### src/rtl/mem_arb_pkg.sv
// Shared types and default widths for the unified-RAM port arbiter.
package mem_arb_pkg;

   localparam int ADDR_W_DEF = 12;
   localparam int DATA_W_DEF = 32;

   // Which requester owns the response that is in flight this cycle.
   typedef enum logic [1:0] {
      R_NONE = 2'd0,
      R_I    = 2'd1,
      R_D    = 2'd2
   } rsp_owner_e;

endpackage : mem_arb_pkg

### src/rtl/mem_arb_grant.sv
// Grant logic for the unified-RAM arbiter: fixed priority to load/store.
// Optional build macro MEM_ARB_STARVE_GUARD_EN adds a counter that forces an
// instruction-fetch grant after STARVE_MAX consecutive D grants with I waiting.
module mem_arb_grant
   import mem_arb_pkg::*;
#(
   parameter int STARVE_MAX = 4
) (
`ifdef MEM_ARB_STARVE_GUARD_EN
   input  logic clk,
`endif
   input  logic rst,
   input  logic i_valid,
   input  logic d_valid,
   output logic gnt_i,
   output logic gnt_d
);

`ifdef MEM_ARB_STARVE_GUARD_EN
   localparam int CNT_W = $clog2(STARVE_MAX + 1);

   logic [CNT_W-1:0] starve_cnt_q;
   logic [CNT_W-1:0] starve_cnt_d;
   logic             force_i;

   // I has waited through STARVE_MAX D grants: it wins this cycle.
   always_comb begin
      force_i = i_valid && (starve_cnt_q == CNT_W'(STARVE_MAX));
      gnt_d   = !rst && d_valid && !force_i;
      gnt_i   = !rst && i_valid && (!d_valid || force_i);
   end

   // Count D grants taken while I is waiting; any I grant or idle I clears it.
   always_comb begin
      starve_cnt_d = starve_cnt_q;
      if (!i_valid || gnt_i) begin
         starve_cnt_d = '0;
      end else if (gnt_d) begin
         starve_cnt_d = starve_cnt_q + CNT_W'(1);
      end
   end

   // Starvation counter register.
   always_ff @(posedge clk) begin
      if (rst) begin
         starve_cnt_q <= '0;
      end else begin
         starve_cnt_q <= starve_cnt_d;
      end
   end
`else
   // Pure D priority; ready is held low while in reset.
   always_comb begin
      gnt_d = !rst && d_valid;
      gnt_i = !rst && i_valid && !d_valid;
   end
`endif

endmodule : mem_arb_grant

### src/rtl/mem_port_arbiter.sv
// Two-requester arbiter (fetch I, load/store D) in front of a single-port RAM.
// One access per cycle, response registered one cycle after accept.
// Build macro MEM_ARB_STARVE_GUARD_EN enables the fetch starvation guard.
module mem_port_arbiter
   import mem_arb_pkg::*;
#(
   parameter int ADDR_W     = ADDR_W_DEF,
   parameter int DATA_W     = DATA_W_DEF,
   parameter int STARVE_MAX = 4
) (
   input  logic              clk,
   input  logic              rst,
   input  logic              i_valid,
   output logic              i_ready,
   input  logic [ADDR_W-1:0] i_addr,
   output logic              i_rsp_valid,
   output logic [DATA_W-1:0] i_rsp_rdata,
   input  logic              d_valid,
   output logic              d_ready,
   input  logic              d_we,
   input  logic [ADDR_W-1:0] d_addr,
   input  logic [DATA_W-1:0] d_wdata,
   output logic              d_rsp_valid,
   output logic [DATA_W-1:0] d_rsp_rdata,
   output logic              ram_w_en,
   output logic [ADDR_W-1:0] ram_address,
   output logic [DATA_W-1:0] ram_wdata,
   input  logic [DATA_W-1:0] ram_rdata
);

   logic       gnt_i;
   logic       gnt_d;
   rsp_owner_e owner_q;
   rsp_owner_e owner_d;
   logic [DATA_W-1:0] rdata_q;
   logic [DATA_W-1:0] rdata_d;

   mem_arb_grant #(
      .STARVE_MAX (STARVE_MAX)
   ) u_grant (
`ifdef MEM_ARB_STARVE_GUARD_EN
      .clk     (clk),
`endif
      .rst     (rst),
      .i_valid (i_valid),
      .d_valid (d_valid),
      .gnt_i   (gnt_i),
      .gnt_d   (gnt_d)
   );

   // Steer the granted request onto the RAM port; idle port parks at address 0.
   always_comb begin
      i_ready     = gnt_i;
      d_ready     = gnt_d;
      ram_w_en    = gnt_d && d_we;
      ram_wdata   = d_wdata;
      ram_address = '0;
      if (gnt_d) begin
         ram_address = d_addr;
      end else if (gnt_i) begin
         ram_address = i_addr;
      end
   end

   // Next response owner and data; a store acknowledges with zero data.
   always_comb begin
      owner_d = R_NONE;
      if (gnt_d) begin
         owner_d = R_D;
      end else if (gnt_i) begin
         owner_d = R_I;
      end
      rdata_d = (gnt_d && d_we) ? '0 : ram_rdata;
   end

   // Response stage: owner is control (reset), read data is datapath (no reset).
   always_ff @(posedge clk) begin
      if (rst) begin
         owner_q <= R_NONE;
      end else begin
         owner_q <= owner_d;
      end
      rdata_q <= rdata_d;
   end

   // Response outputs; asserting rst drops an in-flight response immediately.
   always_comb begin
      i_rsp_valid = (owner_q == R_I) && !rst;
      d_rsp_valid = (owner_q == R_D) && !rst;
      i_rsp_rdata = (owner_q == R_I) ? rdata_q : '0;
      d_rsp_rdata = (owner_q == R_D) ? rdata_q : '0;
   end

endmodule : mem_port_arbiter

### config.mk
export PLATFORM = sky130hd
export DESIGN_NAME = mem_port_arbiter
export DESIGN_NICKNAME = d
export VERILOG_FILES = /design/src/rtl/mem_arb_pkg.sv /design/src/rtl/mem_arb_grant.sv /design/src/rtl/mem_port_arbiter.sv
export SDC_FILE = /design/constraint.sdc
export NUM_CORES = 1
export LEC_CHECK = 0
export CORE_ASPECT_RATIO = 2
export CORE_MARGIN = 1.5
export CORE_UTILIZATION = 25
export DETAILED_ROUTE_END_ITERATION = 8
export PLACE_DENSITY = 0.76
export SLEW_MARGIN = 20
export SYNTH_ARGS = -nofsm -noshare
export SYNTH_HDL_FRONTEND = slang
export SYNTH_SLANG_ARGS = --single-unit
### constraint.sdc
create_clock -name clk -period 1.05 [get_ports clk]
set_input_delay 0.2625 -clock clk [delete_from_list [all_inputs] [get_ports clk]]
set_output_delay 0.2625 -clock clk [all_outputs]
set_load 0.03 [all_outputs]
==> flow_summary.yaml <==
status:
  status: "complete, but fails checks"
  violations: "setup timing"
sta:
  setup_violations: 80
  hold_viol: 0
  maxSlewViolCount: 0
  period_share_pct: 150
  period_needed_ns: 1.58
  setup_slack_ns: -0.525
  worst_pin_slew_ns: 0.167
  rsz0062_at_grt: "true"
  tns_ns: -34.79
  fmax_ghz: 0.635
  whs_ns: 0.262
  worst_slew_margin_rel_pct: 88.8
routing:
  ant_nets: 0
  drtIter0Drc: 64
  dr.pass1.iters: 4
  wirelength_um: 6160
  drc: 0
  viasPerCell: 4.21
  wl_per_cell_um: 13.9
  route.vias.total: 1862
global_route:
  grt_pass1_vias: 1869
  grt_max_degree: 32
  grt_pass1_wl_um: 9250
  grt.overflow.total: 0
  antenna_found_initial: 0
  grt_usage_pct: 14.9
critical_path:
  crit_arrival_ns: 1.31
  path_max_fanout: 12
  required_ns: 0.79
  end_kind: "output port"
  worstSetupPathType: "reg -> out"
  critPathLaunchType: "flip-flop"
  critPathLaunch: "owner_q[0]$_SDFF_PP0_"
clocking:
  clock_sinks: 34
  clockBufferDepth: 2
  cts_made_buffers: 5
  cts.reportedPaths.clkPinSlew_ns: 0.05
  cts_tree: "yes"
  cts_root_buf: "clkbuf_16"
  ctsHoldBuffers: 0
  h-tree-depth: 2
cells_and_area:
  drive_gt1_share_pct: 61.7
  nNetsFinal: 442
  diodes: 0
  final_area_um2: 3840
  area_delta_synth_final_pct: 105
  post-route-util_pct: 52.9
logic_synthesis:
  syn_area_um2: 1870
  synth-edff-count: 0
  syn_area_per_cell_um2: 8.59
  synth-seq-cells: 34
  synth_xor_area_share_pct: 0
  synth-simple-area-share_pct: 42.3
  synthesis.nets: 311
  yosysMostFrequentCell: "and2_1"
  netlist_instances: 218
  synth-compound-area-share_pct: 3.74
  yosys_warnings: 0
  synth_commonest_cells: "and2_1, dfxtp_1, buf_4"
  synth.largest_area_cell: "dfxtp_1"
  ys.flop_type: "dfxtp_1"
  yosysSeqAreaShare_pct: 36.3
  post_synth_fa_ha_maj_area_fraction_pct: 0
  ys_async_sr_fraction_pct: 0
  synth_cell_types: 16
  yosys.area.top_type_share_pct: 36.3
  synthTopCellsByArea: "dfxtp_1, and2_1, buf_4"
  synth_top_family_by_area: "simple AND/OR/NAND/NOR gates"
  synthMuxAreaShare_pct: 0
pwr:
  power.leakage_nw: 1.79
  p_clk_share_pct: 35.9
  switching_share_pct: 25.9
  power_mw: 3.99
  comb_power_share_pct: 28.6
  power-per-cell-area_nw_per_um2: 1040
  power.switching_mw: 1.03
  p_int_mw: 2.96
  ir_drop_mv: 0.542
  power_frac_seq_pct: 35.5
die:
  die_area_um2: 8050
  core-area_um2: 7270
  initial_core_util_pct: 25.8
  ioPinCount: 206
  num_rows: 44
  die_h_um: 125
  chipWidth_um: 64.2
placed_design:
  portBuffers: 141
  placed_area_um2: 3300
  place.gp.congestion: 0.742
  dp_hpwl_um: 4650
hold_path:
  hold_start: "rst"
  hold_path.class: "in -> reg"
run:
  maxCapViolations: 0
==> layout make-up <==
cell class	instances	area (um^2)
repair buffers	169	1750
inverters	1	3.75
well taps	92	115
clock inverters	1	5.00
clock buffers	7	143
multi-input cells	138	1140
fillers	688	3430
flip-flops and latches	34	681
==> routing by layer <==
metal | part of all wire, % | global-route usage [%]
met5 | 0 | 0
met4 | 5.2 | 10.6
met3 | 6.6 | 2.16
met2 | 57 | 29.6
met1 | 31 | 12.6
==> repair_timing <==
| item | in CTS | in global routing |
|---|---|---|
| setup buffers | 6 | 3 |
| pin swaps | 25 | 18 |
| gates cloned | 2 | 1 |
| gates resized for setup | 112 | 24 |
| setup endpoints to repair | 113 | 81 |
==> worst max-delay path, cell delays in order, from the launching register on <==
cell and delay (ns):
dfxtp_1 0.30, and2b_4 0.30, clkbuf_16 0.18, and2_4 0.14, buf_6 0.12
==> power groups by stage <==
stage / sequential [mW] / combinational, mW / clock (mW)
after global routing: 1.43 / 1.21 / 1.54
after CTS: 1.42 / 1.10 / 1.47
after detailed placement: 1.44 / 1.00 / 0
after floorplan: 1.43 / 0.758 / 0
final: 1.42 / 1.14 / 1.43
after global placement: 1.44 / 0.991 / 0
==> registers in the layout, summed over array words and instances (netlist names) <==
signal and count:
rdata_q 32, owner_q 2
==> stage by stage <==
| step | cells | setup slack, ns |
|---|---|---|
| 2_1_floorplan | 218 | -0.147 |
| 3_3_place_gp | 422 | -0.737 |
| 3_5_place_dp | 422 | -0.746 |
| 4_1_cts | 438 | -0.559 |
| 5_1_grt | 442 | -0.572 |
| 6_report | 442 | -0.525 |
==> cell families (layout without fill, tap and decap cells) <==
logic type,count (synthesis),after routing
AO/OA/AOI/OAI,12,12
buffers and inverters,46,178
flip-flops,34,34
AND/OR/NAND/NOR,126,126
==> placed cells by master (no fill, tap or decap), drive strengths merged <==
master / synthesis / layout
nor2: 1 / 1
clkinv: 0 / 1
dlygate4sd2: 0 / 23
nand3b: 11 / 11
a32o: 2 / 2
dlymetal6s2s: 0 / 2
nand2: 10 / 10
dfxtp: 34 / 34
and2: 98 / 98
clkdlybuf4s50: 0 / 32
a21oi: 10 / 10
and2b: 2 / 2
clkbuf: 1 / 8
buf: 44 / 111
inv: 1 / 1
nor2b: 4 / 4
==> final timing paths <==
path                                    end  slack, ns  cells past startpoint
worst max-delay path        d_rsp_rdata[11]      -0.53                      4
worst min-delay path  owner_q[1]$_SDFF_PP0_       0.26                      3
Power figures use the tool's default switching activity.
